### src/rtl/chipmunk_pkg.sv
// Shared Chipmunk definitions: request opcodes, the stack engine state type
// and the size of a return address in bytes.
package chipmunk_pkg;

  typedef enum logic [1:0] {
    OP_PUSHB = 2'b00,
    OP_POPB  = 2'b01,
    OP_PUSHW = 2'b10,
    OP_POPW  = 2'b11
  } op_e;

  typedef enum logic [1:0] {
    IDLE  = 2'b00,
    XFER0 = 2'b01,
    XFER1 = 2'b10
  } state_e;

  localparam int WORD_BYTES = 2;

endpackage

### src/rtl/chipmunk_stack_engine.sv
// Chipmunk stack engine: empty-descending byte stack in a memory window.
// Single-byte and atomic two-byte pushes/pops, with occupancy checked on
// accept so over/underflow never touches memory.
//
// state | meaning
// IDLE  | ready for a request; rsp_valid pulses here after completion
// XFER0 | first memory byte (push: low byte write, pop: high byte read)
// XFER1 | second memory byte of a word op
module chipmunk_stack_engine
  import chipmunk_pkg::*;
#(
  parameter int                ADDR_W     = 12,
  parameter int                SP_W       = 6,
  parameter logic [ADDR_W-1:0] STACK_BASE = 12'h1C0
) (
  input  logic              clk,
  input  logic              reset,
  input  logic              req_valid,
  output logic              req_ready,
  input  logic [1:0]        req_op,
  input  logic [ADDR_W-1:0] req_data,
  output logic              rsp_valid,
  output logic              rsp_err,
  output logic [ADDR_W-1:0] rsp_data,
  output logic [ADDR_W-1:0] mem_addr,
  output logic [7:0]        mem_wdata,
  output logic              mem_we,
  input  logic [7:0]        mem_rdata,
  output logic [SP_W-1:0]   sp,
  output logic [SP_W:0]     count,
  input  logic              clear_fault,
  output logic              fault_overflow,
  output logic              fault_underflow
);

  localparam int DEPTH = 1 << SP_W;

  state_e            state_q, state_d;
  op_e               op_q, op_d;
  logic [ADDR_W-1:0] data_q, data_d;
  logic [SP_W-1:0]   sp_q, sp_d;
  logic [SP_W:0]     count_q, count_d;
  logic              rsp_valid_q, rsp_valid_d;
  logic              rsp_err_q, rsp_err_d;
  logic [ADDR_W-1:0] rsp_data_q, rsp_data_d;
  logic              fault_ovf_q, fault_ovf_d;
  logic              fault_unf_q, fault_unf_d;
  logic              new_ovf, new_unf;
  logic              is_push, is_word;
  logic              req_push;
  int                req_bytes;
  logic [SP_W-1:0]   addr_sp;

  assign is_push  = (op_q == OP_PUSHB) || (op_q == OP_PUSHW);
  assign is_word  = (op_q == OP_PUSHW) || (op_q == OP_POPW);
  assign req_push = (req_op == OP_PUSHB) || (req_op == OP_PUSHW);
  assign req_bytes = ((req_op == OP_PUSHW) || (req_op == OP_POPW)) ? WORD_BYTES : 1;

  // Pops pre-increment: the byte being read sits one above the current sp,
  // so the bus address leads sp by one during pop transfers.
  assign addr_sp   = ((state_q != IDLE) && !is_push) ? sp_q + SP_W'(1) : sp_q;
  assign mem_addr  = STACK_BASE | ADDR_W'(addr_sp);
  assign mem_we    = (state_q != IDLE) && is_push;

  // Write byte is derived from state so reset drops it together with mem_we.
  always_comb begin
    mem_wdata = 8'h00;
    if (state_q == XFER0 && is_push)      mem_wdata = data_q[7:0];
    else if (state_q == XFER1 && is_push) mem_wdata = 8'(data_q[ADDR_W-1:8]);
  end

  assign req_ready       = (state_q == IDLE);
  assign rsp_valid       = rsp_valid_q;
  assign rsp_err         = rsp_err_q;
  assign rsp_data        = rsp_data_q;
  assign sp              = sp_q;
  assign count           = count_q;
  assign fault_overflow  = fault_ovf_q;
  assign fault_underflow = fault_unf_q;

  // Next-state, occupancy check, pointer update and response formation.
  always_comb begin
    state_d     = state_q;
    op_d        = op_q;
    data_d      = data_q;
    sp_d        = sp_q;
    count_d     = count_q;
    rsp_valid_d = 1'b0;
    rsp_err_d   = 1'b0;
    rsp_data_d  = rsp_data_q;
    new_ovf     = 1'b0;
    new_unf     = 1'b0;

    case (state_q)
      IDLE: begin
        if (req_valid) begin
          op_d   = op_e'(req_op);
          data_d = req_data;
          if (req_push && (int'(count_q) + req_bytes > DEPTH)) begin
            new_ovf     = 1'b1;
            rsp_valid_d = 1'b1;
            rsp_err_d   = 1'b1;
          end else if (!req_push && (int'(count_q) < req_bytes)) begin
            new_unf     = 1'b1;
            rsp_valid_d = 1'b1;
            rsp_err_d   = 1'b1;
          end else begin
            state_d = XFER0;
          end
        end
      end

      XFER0: begin
        if (is_push) begin
          sp_d    = sp_q - SP_W'(1);
          count_d = count_q + (SP_W+1)'(1);
        end else begin
          sp_d    = sp_q + SP_W'(1);
          count_d = count_q - (SP_W+1)'(1);
          // Word pops park the high byte in the low bits of the data register.
          if (is_word) data_d[7:0] = mem_rdata;
          else         rsp_data_d  = ADDR_W'(mem_rdata);
        end
        if (is_word) begin
          state_d = XFER1;
        end else begin
          state_d     = IDLE;
          rsp_valid_d = 1'b1;
        end
      end

      XFER1: begin
        if (is_push) begin
          sp_d    = sp_q - SP_W'(1);
          count_d = count_q + (SP_W+1)'(1);
        end else begin
          sp_d       = sp_q + SP_W'(1);
          count_d    = count_q - (SP_W+1)'(1);
          rsp_data_d = ADDR_W'({data_q[7:0], mem_rdata});
        end
        state_d     = IDLE;
        rsp_valid_d = 1'b1;
      end

      default: state_d = IDLE;
    endcase

    // A fault raised in the same cycle as clear_fault must survive.
    fault_ovf_d = (fault_ovf_q && !clear_fault) || new_ovf;
    fault_unf_d = (fault_unf_q && !clear_fault) || new_unf;
  end

  // FSM state register.
  always_ff @(posedge clk or negedge reset) begin
    if (!reset) state_q <= IDLE;
    else        state_q <= state_d;
  end

  // Datapath, pointer, response and sticky fault registers.
  always_ff @(posedge clk or negedge reset) begin
    if (!reset) begin
      op_q        <= OP_PUSHB;
      data_q      <= '0;
      sp_q        <= '1;
      count_q     <= '0;
      rsp_valid_q <= 1'b0;
      rsp_err_q   <= 1'b0;
      rsp_data_q  <= '0;
      fault_ovf_q <= 1'b0;
      fault_unf_q <= 1'b0;
    end else begin
      op_q        <= op_d;
      data_q      <= data_d;
      sp_q        <= sp_d;
      count_q     <= count_d;
      rsp_valid_q <= rsp_valid_d;
      rsp_err_q   <= rsp_err_d;
      rsp_data_q  <= rsp_data_d;
      fault_ovf_q <= fault_ovf_d;
      fault_unf_q <= fault_unf_d;
    end
  end

endmodule

### config.mk
export PLATFORM = sky130hd
export DESIGN_NAME = chipmunk_stack_engine
export DESIGN_NICKNAME = d
export VERILOG_FILES = /design/src/rtl/chipmunk_pkg.sv /design/src/rtl/chipmunk_stack_engine.sv
export SDC_FILE = /design/constraint.sdc
export NUM_CORES = 1
export LEC_CHECK = 0
export ABC_AREA = 1
export CORE_MARGIN = 2
export CORE_UTILIZATION = 35
export CTS_CLUSTER_SIZE = 40
export DETAILED_ROUTE_END_ITERATION = 6
export SYNTH_ARGS = -nofsm -noshare
export SYNTH_HDL_FRONTEND = slang
export SYNTH_SLANG_ARGS = --single-unit
### constraint.sdc
create_clock -name clk -period 2.5 [get_ports clk]
set_clock_uncertainty 0.1 [all_clocks]
set_input_delay 0.375 -clock clk [delete_from_list [all_inputs] [get_ports clk]]
set_output_delay 0.375 -clock clk [all_outputs]
set_load 0.01 [all_outputs]
==> results.txt <==
----------------------------------------------------
[Placement]
  HPWL after detailed placement ... 5306 um
  Placed Instance Area ... about 3700 um^2
  Placed insts ... 546
  Weighted congestion reported at the end of routability-driven placement ... 0.8079
  Port Buffers ... 70

[Detailed routing]
  Total routed wirelength ... ~6900 um
  Drt wl/cell ... around 12 um
  Count of nets left with antenna violations after detail routing ... 0
  Number of vias per cell ... 4.681
  # DRC ... 0
  Vias ... 2,612
  Detailed-routing iteration count for the pre-antenna-repair pass ... 4
  Starting DRT DRC Count ... 101

[Floorplan]
  Die outline width ... about 93 um
  Standard cell core area ... 7727 um^2
  I/O Pins ... slightly below 80
  Die Area ... 8724 um^2
  Die Span Y ... 93.41 um
  Effective utilization at floorplan ... 36.20%
  Floorplan row count ... 32

[Hold path]
  Worst hold path type ... flip-flop to flip-flop
  Worst Hold Endpoint ... rsp_data[4]
  Cell count of the worst hold path ... 2
  Hold Startpoint ... rsp_data[4]

[Synth]
  Primary flip-flop cell chosen by synthesis mapping ... sky130_fd_sc_hd__dfrtp_1
  Total standard cell area after synthesis ... 2798 um^2
  Share of async-settable or async-resettable flops after synthesis ... 100.0%
  Number of distinct library cell variants in the gate-level netlist after synthesis ... 37
  Count of warnings emitted by yosys ... 0
  Post-synthesis area per instance ... 7.521 um^2
  Proportion of synthesized chip area in sequential cells ... 40.52%
  Seq cells post-synth ... 45
  Number of enable flip-flop cells after synthesis ... 0
  Synthesized instance count ... 372

[Final layout]
  Layout filler cell count ... 771
  Final #Nets ... 496
  Leading cell types in the layout, fill and taps excluded ... sky130_fd_sc_hd__nand2_1 (121), sky130_fd_sc_hd__clkdlybuf4s50_1 (54), sky130_fd_sc_hd__dfrtp_1 (39), sky130_fd_sc_hd__inv_1 (34)
  Non-filler instance count after layout ... 558
  Fraction of layout instances using a drive strength above 1 ... 10.75%
  Number of antenna diodes ... 0
  Most common cell after layout, fill and taps aside ... sky130_fd_sc_hd__nand2_1
  Relative area change from synthesis to final layout ... 36.05%
  Cell area after layout ... 3806 um^2

[Worst setup path]
  Slowest cell on the critical path ... sky130_fd_sc_hd__clkdlybuf4s50_1
  Reg2Reg Depth ... 15
  Data required time of the worst path ... 2.03 ns
  Worst Path Max Fanout ... 6
  Reg2reg end ... state_q[1]
  FF-to-FF setup slack ... 0.35 ns
  Start of the worst register-to-register path ... count[0]
  CP Launch Type ... flip-flop
  Capturing element type of the critical path ... primary output
  Maximum single-stage delay on the critical path ... about 0.56 ns
  Cell chain of the critical path ... inv_1, ha_1, buf_4, nor2_1, clkdlybuf4s50_1
  Arrival time reported for the critical path endpoint ... about 1.9 ns
  Setup Crit Path Kind ... flip-flop to primary output

[STA]
  Setup repair after global routing missed its margin ... false
  Slew Viols, Final ... 0
  Maximum clock frequency ... around 420 MHz
  Transition time at the pin with the least slew margin ... 0.5621 ns
  Final Setup Violations ... 0
  Relative slew slack ... 62.53%
  Total count of hold-check failures in the final report ... 0
  Minimum clock period ... 2.369 ns
  Fin crit share ... 94.74%

[Power]
  Power density of the placed cells ... 1376 nW/um^2
  VDD IR max ... about 440 uV
  Reported leakage power ... slightly below 2 nW

[Clock tree]
  Insertion delay of the later-clocked pin in the worst-skew pair ... 0.30 ns
  Max Buffers Root-to-Sink ... 2
  Clock Tree Root ... sky130_fd_sc_hd__clkbuf_8
  Number of clock buffers inserted by TritonCTS ... 5
  Clock sinks ... 45
  TritonCTS clock tree ... built
  Worst-path clk slew ... around 0.09 ns
  Clock H-tree levels ... 2

[Global routing]
  Initial antenna violation count ... 0
  Maximum number of pins on one net before global-route repair ... 25
  Number of global-route vias before repair ... about 2,600
  Overall global routing resource usage ... 17.03%
  Wire length of the first global-routing pass ... around 12,000 um
  Final global-route overflow total ... 0

[Run]
  Count of max-cap constraint violations ... 0

[Run status]
  Result of the run ... finished, final reports clean

----------------------------------------------------
flip-flops by register name, summed over array words and instances, names as in the netlist:
name	flops
fault_overflow	1
data_q	12
rsp_err	1
op_q	2
rsp_valid	1
rsp_data	12
count	7
fault_underflow	1
sp	6
state_q	2
kinds of logic after synthesis:
kind of cell / count (synthesis) / synth area share (%)
simple gates: 188 / 27.82
buf+inv: 56 / 8.944
compound gates: 55 / 11.76
flops: 45 / 40.52
fa+ha+maj: 15 / 7.245
xor+xnor: 11 / 3.444
other cells: 2 / 0.2684
layer usage:
layer / track usage (%) / routed length, um / up-vias
li1: - / - / 1344
met3: 2.740 / 260 / 2
met5: 0 / 0 / -
met1: 23.66 / 3328 / 1217
met4: 3.676 / 34 / 0
met2: 28.00 / 3308 / 49
how the worst max path moves through the flow:
stage	endpoint	start	slack, ns	cells after the start
2_1_floorplan	state_q[1]	count[0]	0.51	15
3_3_place_gp	state_q[1]	req_op[1]	-0.03	15
3_5_place_dp	state_q[1]	req_op[1]	-0.08	15
4_1_cts	mem_wdata[5]	state_q[1]	0.03	6
5_1_grt	mem_we	state_q[0]	0.02	5
6_report	mem_we	state_q[0]	0.13	5
per-stage QoR:
| step | setup TNS, ns | setup WS, ns | total power [mW] | util, % | hold WS, ns |
|---|---|---|---|---|---|
| 2_1_floorplan | 0 | 0.5111 | 3.448 | - | -0.02059 |
| 3_3_place_gp | -0.03387 | -0.03387 | 4.766 | 47.30 | 0.2991 |
| 3_5_place_dp | -0.1659 | -0.08182 | 4.809 | 47.30 | 0.2986 |
| 4_1_cts | 0 | 0.02547 | 5.308 | 48.93 | 0.3893 |
| 5_1_grt | 0 | 0.01506 | 5.799 | 49.26 | 0.4127 |
| 6_report | 0 | 0.1314 | 5.235 | 49.26 | 0.3900 |
cell usage after synthesis (2+ instances only):
master,number,area share [%]
sky130_fd_sc_hd__xor2_1,9,2.8
sky130_fd_sc_hd__nand3_1,25,4.5
sky130_fd_sc_hd__nor4_1,2,0.45
sky130_fd_sc_hd__a31oi_1,6,1.3
sky130_fd_sc_hd__o21ai_0,27,4.8
sky130_fd_sc_hd__conb_1,2,0.27
sky130_fd_sc_hd__clkbuf_1,3,0.40
sky130_fd_sc_hd__clkinv_1,2,0.27
sky130_fd_sc_hd__o22ai_1,3,0.67
sky130_fd_sc_hd__nand4_1,3,0.67
sky130_fd_sc_hd__a21oi_1,11,2.0
sky130_fd_sc_hd__buf_4,7,1.9
sky130_fd_sc_hd__ha_1,13,5.8
sky130_fd_sc_hd__buf_2,4,0.72
sky130_fd_sc_hd__nor2_1,25,3.4
sky130_fd_sc_hd__nor3_1,3,0.54
sky130_fd_sc_hd__fa_1,2,1.4
sky130_fd_sc_hd__xnor2_1,2,0.63
sky130_fd_sc_hd__nand2_2,5,1.1
sky130_fd_sc_hd__dfrtp_1,39,35
sky130_fd_sc_hd__inv_2,3,0.40
sky130_fd_sc_hd__a31oi_2,2,0.89
sky130_fd_sc_hd__dfstp_2,6,5.6
sky130_fd_sc_hd__nand2_1,122,16
sky130_fd_sc_hd__inv_1,34,4.6
power by group:
group          internal (mW)  switching (mW)
clock                  0.202           0.274
combinational           1.51            1.77
sequential              1.13           0.349
total                   2.84            2.39
area by class of cell:
class | count | area [um^2] | area share (%)
flip-flops and latches | 45 | 1134 | 29.78
clock buffers | 5 | 68.82 | 1.808
well taps | 102 | 127.6 | 3.353
repair buffers | 88 | 860.8 | 22.62
multi-input cells | 275 | 1439 | 37.80
inverters | 40 | 151.4 | 3.978
clock inverters | 3 | 25.02 | 0.6575
timing repair:
action,in CTS,in global routing
hold buffers,1,0
buffers inserted,3,0
pin swaps,0,0
resized for setup,9,12
hold endpoints to repair,15,0
endpoints found under the setup margin,11,9
worst max-delay path: cells and delay by family (launching register included):
family	cells	cell delay [ns]
buffers and inverters	3	0.82
flip-flops	1	0.40
adder cells (fa/ha/maj)	1	0.24
AND/OR/NAND/NOR	1	0.14
Power figures use the tool's default switching activity.
